## src/rtl/seg_scan_driver_if.sv

```systemverilog
// Bundles the digit-update inputs and display drive outputs of seg_scan_driver.
// Latency: none (wires only).
// Backpressure: none; upd is a fire-and-forget strobe.
interface seg_scan_driver_if;
  logic [15:0] digits_in;
  logic        upd;
  logic [3:0]  dp_in;
  logic        blank_lz;
  logic [3:0]  an;
  logic [6:0]  seg;
  logic        dp;
  logic        frame_done;

  // Source of digit updates; observes the display drive.
  modport master (
    output digits_in, upd, dp_in, blank_lz,
    input  an, seg, dp, frame_done
  );

  // The scan driver itself.
  modport slave (
    input  digits_in, upd, dp_in, blank_lz,
    output an, seg, dp, frame_done
  );
endinterface

```

## src/rtl/seg_scan_driver.sv

```systemverilog
// Multiplexed 4-digit 7-segment scan driver with frame-synchronous update and leading-zero blanking.
// Latency: new digits appear from slot 0 of the frame after upd (display reload only at frame boundary).
// Backpressure: none; upd is always accepted, a later upd in the same frame overwrites the shadow.
module seg_scan_driver #(
  parameter int SCAN_DIV = 50000
) (
  input  logic            clk,
  input  logic            rst_n,
  seg_scan_driver_if.slave bus
);

  localparam int PRE_W = (SCAN_DIV > 2) ? $clog2(SCAN_DIV) : 1;
  localparam logic [PRE_W-1:0] PRE_MAX = PRE_W'(SCAN_DIV - 1);

  logic [PRE_W-1:0] pre;
  logic [1:0]       slot;
  logic [15:0]      shadow_dig;
  logic [3:0]       shadow_dp;
  logic [15:0]      disp_dig;
  logic [3:0]       disp_dp;
  logic             frame_end;

  logic [3:0]       nib;
  logic [6:0]       seg_lut;
  logic [3:0]       lz;
  logic [3:0]       blank_vec;

  assign frame_end = (pre == PRE_MAX) && (slot == 2'd3);

  // Prescaler and slot counter; slot steps each time the prescaler wraps.
  always_ff @(posedge clk or negedge rst_n) begin
    if (!rst_n) begin
      pre  <= '0;
      slot <= 2'd0;
    end else if (pre == PRE_MAX) begin
      pre  <= '0;
      slot <= slot + 2'd1;
    end else begin
      pre  <= pre + 1'b1;
    end
  end

  // Shadow register captures every update strobe.
  always_ff @(posedge clk or negedge rst_n) begin
    if (!rst_n) begin
      shadow_dig <= '0;
      shadow_dp  <= '0;
    end else if (bus.upd) begin
      shadow_dig <= bus.digits_in;
      shadow_dp  <= bus.dp_in;
    end
  end

  // Display register reloads only at frame end; an update on that same cycle bypasses the shadow.
  always_ff @(posedge clk or negedge rst_n) begin
    if (!rst_n) begin
      disp_dig <= '0;
      disp_dp  <= '0;
    end else if (frame_end) begin
      disp_dig <= bus.upd ? bus.digits_in : shadow_dig;
      disp_dp  <= bus.upd ? bus.dp_in     : shadow_dp;
    end
  end

  // BCD to active-low segments; codes above 9 render as a dash.
  always_comb begin
    nib = disp_dig[{slot, 2'b00} +: 4];
    case (nib)
      4'd0:    seg_lut = 7'b1000000;
      4'd1:    seg_lut = 7'b1111001;
      4'd2:    seg_lut = 7'b0100100;
      4'd3:    seg_lut = 7'b0110000;
      4'd4:    seg_lut = 7'b0011001;
      4'd5:    seg_lut = 7'b0010010;
      4'd6:    seg_lut = 7'b0000010;
      4'd7:    seg_lut = 7'b1111000;
      4'd8:    seg_lut = 7'b0000000;
      4'd9:    seg_lut = 7'b0010000;
      default: seg_lut = 7'b0111111;
    endcase
  end

  // Leading-zero chain from the top digit down; a set dp bit keeps its digit lit, digit0 always lit.
  always_comb begin
    lz        = 4'b0000;
    lz[3]     = (disp_dig[15:12] == 4'd0);
    lz[2]     = lz[3] && (disp_dig[11:8] == 4'd0);
    lz[1]     = lz[2] && (disp_dig[7:4] == 4'd0);
    blank_vec = {4{bus.blank_lz}} & lz & ~disp_dp;
  end

  // Output drive: dark while pre=0 (ghost guard, also covers reset), otherwise the selected digit.
  always_comb begin
    bus.an  = 4'b1111;
    bus.seg = 7'b1111111;
    bus.dp  = 1'b1;
    if ((pre != '0) && !blank_vec[slot]) begin
      bus.an  = ~(4'b0001 << slot);
      bus.seg = seg_lut;
      bus.dp  = ~disp_dp[slot];
    end
  end

  assign bus.frame_done = frame_end;

endmodule

```

## src/flat_wrapper.sv

```systemverilog
// flat-port wrapper written by rule: the top's interface ports become plain ports
module seg_scan_driver_flat 
#(
  parameter int SCAN_DIV = 50000
)
  (clk, rst_n, bus_digits_in, bus_upd, bus_dp_in, bus_blank_lz, bus_an, bus_seg, bus_dp, bus_frame_done);
  seg_scan_driver_if bus_i ();
  input  logic clk;
  input  logic rst_n;
  input wire logic [$bits(bus_i.digits_in)-1:0] bus_digits_in;
  input wire logic [$bits(bus_i.upd)-1:0] bus_upd;
  input wire logic [$bits(bus_i.dp_in)-1:0] bus_dp_in;
  input wire logic [$bits(bus_i.blank_lz)-1:0] bus_blank_lz;
  output wire logic [$bits(bus_i.an)-1:0] bus_an;
  output wire logic [$bits(bus_i.seg)-1:0] bus_seg;
  output wire logic [$bits(bus_i.dp)-1:0] bus_dp;
  output wire logic [$bits(bus_i.frame_done)-1:0] bus_frame_done;
  assign bus_i.digits_in = bus_digits_in;
  assign bus_i.upd = bus_upd;
  assign bus_i.dp_in = bus_dp_in;
  assign bus_i.blank_lz = bus_blank_lz;
  assign bus_an = bus_i.an;
  assign bus_seg = bus_i.seg;
  assign bus_dp = bus_i.dp;
  assign bus_frame_done = bus_i.frame_done;
  seg_scan_driver #(.SCAN_DIV(SCAN_DIV)) u_core (.clk(clk), .rst_n(rst_n), .bus(bus_i));
endmodule
```

## config.mk

```make
export PLATFORM = sky130hd
export DESIGN_NAME = seg_scan_driver_flat
export DESIGN_NICKNAME = d
export VERILOG_FILES = /design/src/rtl/seg_scan_driver_if.sv /design/src/rtl/seg_scan_driver.sv /design/src/flat_wrapper.sv
export SDC_FILE = /design/constraint.sdc
export NUM_CORES = 1
export LEC_CHECK = 0
export ABC_AREA = 1
export BUFFER_PORTS_ARGS = -buffer_cell sky130_fd_sc_hd__buf_2
export CORE_MARGIN = 3
export CORE_UTILIZATION = 53
export DETAILED_ROUTE_END_ITERATION = 8
export GPL_ROUTABILITY_DRIVEN = 0
export GPL_TIMING_DRIVEN = 0
export PLACE_DENSITY_LB_ADDON = 0.15
export RECOVER_POWER = 50
export SETUP_SLACK_MARGIN = 0.4
export SYNTH_ARGS = -nofsm -noshare
export SYNTH_HDL_FRONTEND = slang
export SYNTH_SLANG_ARGS = --single-unit
```

## constraint.sdc

```tcl
create_clock -name clk -period 1.9 [get_ports clk]
set_input_delay 0.38 -clock clk [delete_from_list [all_inputs] [get_ports clk]]
set_output_delay 0.38 -clock clk [all_outputs]
set_load 0.005 [all_outputs]
```

==> results of run 1 <==
==> critical path, delay by kind of cell, from the launching register on <==
family                     cells  cell delay, ns
AOI/OAI and AO/OA              2            0.23
adders and majority gates      1            0.15
buffers and inverters          3            0.32
DFF                            1            0.46
and+or+nand+nor                5            0.47
==> logic make-up (layout without fill, tap and decap cells) <==
| family | count (synthesis) | count (layout) | synth area share |
|---|---|---|---|
| adder cells (fa/ha/maj) | 11 | 11 | 0.0436 |
| AND/OR/NAND/NOR | 173 | 173 | 0.253 |
| AO/OA/AOI/OAI | 33 | 33 | 0.0638 |
| multiplexers | 20 | 20 | 0.0713 |
| XOR/XNOR | 13 | 13 | 0.0361 |
| flip-flops | 58 | 58 | 0.460 |
| buffers and inverters | 44 | 131 | 0.0725 |
==> area by class of cell <==
type | instances | share of cell area
clock inverter | 4 | 0.0174
inverter | 35 | 0.0331
buffer | 9 | 0.0248
sequential | 58 | 0.332
timing repair buffer | 72 | 0.143
tap | 72 | 0.0205
multi-input combinational | 250 | 0.397
clock buffer | 11 | 0.0322
==> what timing repair did <==
action / 4_1_cts / 5_1_grt
gates cloned: 6 / 0
pin swaps: 25 / 11
buffers inserted: 24 / 7
setup endpoints to repair: 44 / 45
gates resized for setup: 56 / 40
==> synth_stat cells (3+ instances only) <==
cell type / count / area share
nand3_1: 27 / 0.043
o21ai_0: 18 / 0.029
nand2_1: 71 / 0.084
nand2_2: 21 / 0.042
inv_2: 4 / 0.0048
ha_1: 11 / 0.044
nor2_1: 39 / 0.046
buf_12: 3 / 0.019
dfrtp_1: 58 / 0.46
mux2_2: 20 / 0.071
nand4_1: 3 / 0.0059
nor3_1: 5 / 0.0079
a21oi_1: 4 / 0.0063
xor2_1: 12 / 0.033
buf_2: 3 / 0.0048
inv_1: 31 / 0.037
o21ai_2: 9 / 0.025
==> final timing paths <==
kind	end	slack, ns	cells past startpoint
min	u_core.shadow_dig[5]	0.30	2
min reg2reg	u_core.shadow_dig[7]	0.51	1
max in group asynchronous	u_core.pre[0]	0.56	1
max reg2reg	u_core.pre[14]	-0.18	15
min in group asynchronous	u_core.disp_dig[0]	0.38	1
max	bus_seg[4]	-0.47	11
==> power groups by stage <==
stage	logic (mW)	clock network (mW)	registers, mW
floorplan	0.0682	0	1.31
detailed placement	0.125	0	1.31
CTS	0.130	1.28	1.29
global placement	0.121	0	1.31
global route	0.144	1.35	1.29
finish	0.128	1.27	1.29
==> sequential cells by signal (all words and copies together), names as in the netlist <==
signal and count:
u_core.slot 2, u_core.pre 16, u_core.shadow_dp 4, u_core.disp_dig 16, u_core.shadow_dig 16, u_core.disp_dp 4
==> layer usage <==
layer	up-vias	global-route usage	routed length (um)
li1	1292	-	-
met1	1309	0.322	3340
met4	0	0.0743	244
met5	-	0	0
met3	27	0.0655	492
met2	99	0.380	4050
==> results.ini, run 1 <==
[worst_setup_path]
cp_common_cell = nand2_1
crit_required_ns = 1.52
startpoint = u_core.slot[0]
crit_path_top_delay_cell = dfrtp_2
critPathKind = reg -> out
worstReg2RegStart = u_core.pre[1]
crit_path_max_fanout = 5
cp-start-kind = register
cp_slowest_stage_delay_ns = 0.46
crit_chain = buf_6 > a21oi_2 > o21ai_2 > nand2_4 > inv_4 > ha_4 > nand3b_1 > nand3_1 > nand2_1 > nand2_1 > buf_2
cp-end-kind = output pin
worstPathArrival_ns = 1.99

[synthesis]
ys_seq_elements = 58
yosysUniqueCellTypes = 28
syn-cell-area_mm2 = 0.00316
syn_area_per_cell_um2 = 8.97
syn_inst = 352
async_flop_share = 1.00
yosysSeqAreaShare = 0.460
synth_nets = 387
synth_edf_count = 0
yosysWarnings = 0
ys.flop_type = dfrtp_1

[sta]
totalNegativeSetupSlack_ns = -5.12
finalSetupViolations = 17
rsz0062_at_grt = yes
drv_slew = 0
postLayoutSetupSlackWorst_ns = -0.468
tightest_slew_ns = 1.44
max_slew_margin = 0.0393
finalCritPeriodShare = 1.25
holdWs_ns = 0.304
fin_crit_ns = 2.37
fin_worst_skew_ns = 0.0120
finalHoldViolCount = 0
max_freq_mhz = 422

[layout]
syn2layout_area_growth_pct = 39.0
final_area_mm2 = 0.00439
final_cell_mix = 58 x nand2_1, 55 x dfrtp_1, 35 x buf_2
fin_cells = 511
seqCellArea_mm2 = 0.00146
drive_above_1_share = 0.472
multi_input_area_mm2 = 0.00174
diodes = 0
final_util = 0.778
layout_commonest_cell = nand2_1
final_nets = 470
fill_cells = 340

[routing]
wirelength_um = 8130
first_iter_violations = 163
wl_per_cell_um = 15.9
dr.pass1.iters = 4
routed_via_density = 5.34
dr_total_vias = 2727
drc = 0
ant_nets = 0

[global_route]
grt_max_degree = 59
grt_overflow = 0
grt_pass1_wl_um = 13200
antenna_found_initial = 0
grt.total_usage = 0.240
grt_pass1_vias = 2725

[run]
maxCapViolCount = 0

[power]
p_leak_nw = 2.01
power_switching_mw = 0.581
fin_total_pwr_mw = 2.68
p_clk_frac = 0.473
power_density_mw_per_mm2 = 612
combPwrFrac = 0.048
seq_power_share = 0.480
sw_frac_of_total = 0.217
vdd_drop_max_mv = 0.425
p_int_mw = 2.10

[floorplan]
rows = 27
die_w_um = 83.2
dieHeight_um = 83.2
boundaryPins = 37
core_area_mm2 = 0.00564
die_area_mm2 = 0.00692
initial_core_util = 0.560

[run_status]
outcome = finished with violations
violations = setup timing

[clock_network]
clock_path_buffers = 2
clock-root-buffer = clkbuf_8
cts_buffers = 9
clk_latency_ns = 0.34
clock_sink_count = 58
hold_buffers = 0
htree_levels = 3
cts_tree = yes
clk_pin_slew_ns = 0.07

[hold_path]
hp-start = bus_digits_in[5]
worst_hold_path_type = in -> reg

[place]
placedInstanceArea_mm2 = 0.00347
port_buffers = 35
dp_hpwl_um = 4610
place_ws_ns = -0.126
dpl.cell_count = 459

No activity file was read; power rests on OpenSTA's default activity.
==> run 2, diff against run 1 <==
--- a/config.mk
+++ b/config.mk
@@ -7,6 +7,7 @@
 export LEC_CHECK = 0
 export ABC_AREA = 1
 export BUFFER_PORTS_ARGS = -buffer_cell sky130_fd_sc_hd__buf_2
+export CORE_ASPECT_RATIO = 0.6
 export CORE_MARGIN = 3
 export CORE_UTILIZATION = 53
 export DETAILED_ROUTE_END_ITERATION = 8
==> run 2 against run 1 <==
  * The run still ends with setup timing left
  * Via count rose by 3.3%
  * Die area up 0.44%
  * Fmax is 1.3% lower
  * Largest cell class unchanged
  * Largest power group is now the clock network
==> results.ini, run 2 (synthesis results as in run 1) <==
[power]
vdd_drop_max_mv = 0.413  ; -2.9%
fin_total_pwr_mw = 2.74  ; +2.1%
p_clk_frac = 0.484  ; +0.011
combPwrFrac = 0.046  ; -0.002
power_switching_mw = 0.597  ; +2.7%
p_leak_nw = 2.06  ; +2.7%
p_int_mw = 2.14  ; +1.9%
seq_power_share = 0.469  ; -0.011
sw_frac_of_total = 0.218  ; +0.00134
power_density_mw_per_mm2 = 614  ; +0.31%

[routing]
dr_total_vias = 2816  ; +3.3%
wl_per_cell_um = 16.8  ; +5.8%
drc = 0  ; unchanged
first_iter_violations = 216  ; +33%
ant_nets = 0  ; unchanged
wirelength_um = 8700  ; +7.1%
dr.pass1.iters = 5  ; +1
routed_via_density = 5.45  ; +2.1%

[layout]
final_nets = 467  ; -0.64%
drive_above_1_share = 0.503  ; +0.0319
diodes = 0  ; unchanged
layout_commonest_cell = dfrtp_1
final_cell_mix = 55 x dfrtp_1, 54 x nand2_1, 36 x buf_2
final_util = 0.787  ; +0.00926
largestRegisters = u_core.disp_dig: 16 flops, u_core.pre: 16 flops, u_core.shadow_dig: 16 flops
syn2layout_area_growth_pct = 41.5

[global_route]
use_met3 = 0.0732  ; +0.00769
antenna_found_initial = 0  ; unchanged
grt.total_usage = 0.257  ; +0.0170
grtUsageMet1 = 0.371  ; +0.0491
grtUsageMet2 = 0.371  ; -0.00910
busiest_layer = met1
grt_overflow = 0  ; unchanged
grt_pass1_vias = 2603  ; -4.5%
grt_max_degree = 59  ; unchanged
grt_pass1_wl_um = 13400  ; +1.6%

[sta]
max_slew_margin = 0.0424  ; +0.00319
fin_worst_skew_ns = 0.00830  ; -0.00374 ns
finalHoldViolCount = 0  ; unchanged
tightest_slew_ns = 1.44  ; -0.00478 ns
fin_crit_ns = 2.40  ; +0.0324 ns
rsz0062_at_grt = yes
finalCritPeriodShare = 1.26  ; +0.0171
postLayoutSetupSlackWorst_ns = -0.501  ; -0.0324 ns
max_freq_mhz = 417  ; -1.3%
finalSetupViolations = 13  ; -4
drv_slew = 0  ; unchanged

[hold_path]
worst_hold_path_type = in -> reg

[clock_network]
clock_path_buffers = 2  ; unchanged
cts_buffers = 9  ; unchanged
clk_pin_slew_ns = 0.07  ; about the same
clock-root-buffer = clkbuf_8
hold_buffers = 0  ; unchanged
clk_latency_ns = 0.35  ; about the same
cts_tree = yes
htree_levels = 3  ; unchanged
clock_sink_count = 58  ; unchanged

[run_status]
violations = setup timing
outcome = finished with violations

[floorplan]
die_area_mm2 = 0.00695  ; +0.44%
rows = 21  ; -22%
boundaryPins = 37  ; unchanged
core_area_mm2 = 0.00568  ; +0.60%
dieHeight_um = 65.8  ; -21%
die_w_um = 106  ; +27%
initial_core_util = 0.556  ; -0.00333

[place]
dp_hpwl_um = 4940  ; +7.1%
port_buffers = 35  ; unchanged

[worst_setup_path]
critPathKind = reg -> out
crit_required_ns = 1.52  ; about the same
cp-start-kind = register
cp-end-kind = output pin
worstPathArrival_ns = 2.02  ; +0.03 ns
crit_path_max_fanout = 5  ; unchanged

[run]
maxCapViolCount = 0  ; unchanged

run 2: final cells by class:
cell class / instances / area (um^2)
multi-input cells: 250 / 1850
flip-flops and latches: 58 / 1460
fillers: 339 / 1210
repair buffers: 69 / 576
clock buffers: 12 / 155
inverters: 35 / 148
plain buffers: 9 / 113
well taps: 80 / 100
clock inverters: 4 / 73.8
run 2: final timing paths:
| kind | from | depth (start not counted) | slack (ns) | to |
|---|---|---|---|---|
| worst max-delay path | u_core.slot[0] | 11 | -0.50 | bus_seg[4] |
| worst min-delay path | bus_dp_in[3] | 2 | 0.29 | u_core.shadow_dp[3] |
| worst max register to register | u_core.pre[7] | 11 | 0.05 | u_core.disp_dig[15] |
| worst min register to register | u_core.disp_dp[0] | 2 | 0.50 | u_core.disp_dp[0] |
| max in group asynchronous | rst_n | 1 | 0.57 | u_core.pre[0] |
| min in group asynchronous | rst_n | 1 | 0.36 | u_core.pre[5] |
run 2: what timing repair did:
item | 4_1_cts | 5_1_grt
pin swaps | 15 | 16
cloned | 5 | 0
setup buffers | 25 | 4
endpoints found under the setup margin | 44 | 45
resized for setup | 65 | 51
endpoints found under the hold margin | 0 | 0
run 2: critical path: stages (launching register included):
cell and delay (ns):
dfrtp_2 0.46, buf_6 0.16, a21oi_2 0.13, o21ai_2 0.10
nand2_4 0.13, inv_4 0.06, ha_4 0.15, nand3b_1 0.15
nand3_1 0.08, nand2_1 0.06, nand2_1 0.07, buf_2 0.11
run 2: metrics by stage:
| step | hold slack, ns | setup WS, ns | std cells | setup TNS [ns] | area [um^2] |
|---|---|---|---|---|---|
| floorplan | 0.0844 | 0.122 | 352 | 0 | 3210 |
| global placement | 0.489 | -0.137 | 467 | -0.576 | 3480 |
| CTS | 0.279 | -0.421 | 513 | -4.18 | 4210 |
| finish | 0.292 | -0.501 | 517 | -5.09 | 4470 |
| detailed placement | 0.488 | -0.150 | 467 | -0.694 | 3480 |
| global route | 0.276 | -0.591 | 517 | -6.49 | 4470 |
run 2: per-layer routing:
layer / vias up / share of wire
li1: 1295 / -
met1: 1351 / 0.45
met2: 136 / 0.45
met3: 34 / 0.078
met4: 0 / 0.025
met5: - / 0
run 2: power by group through the flow:
stage	Combinational, mW	Sequential [mW]	Clock, mW
after floorplan	0.0682	1.31	0
after global placement	0.122	1.31	0
after detailed placement	0.124	1.31	0
after CTS	0.130	1.29	1.35
after global routing	0.142	1.29	1.40
final	0.127	1.29	1.33
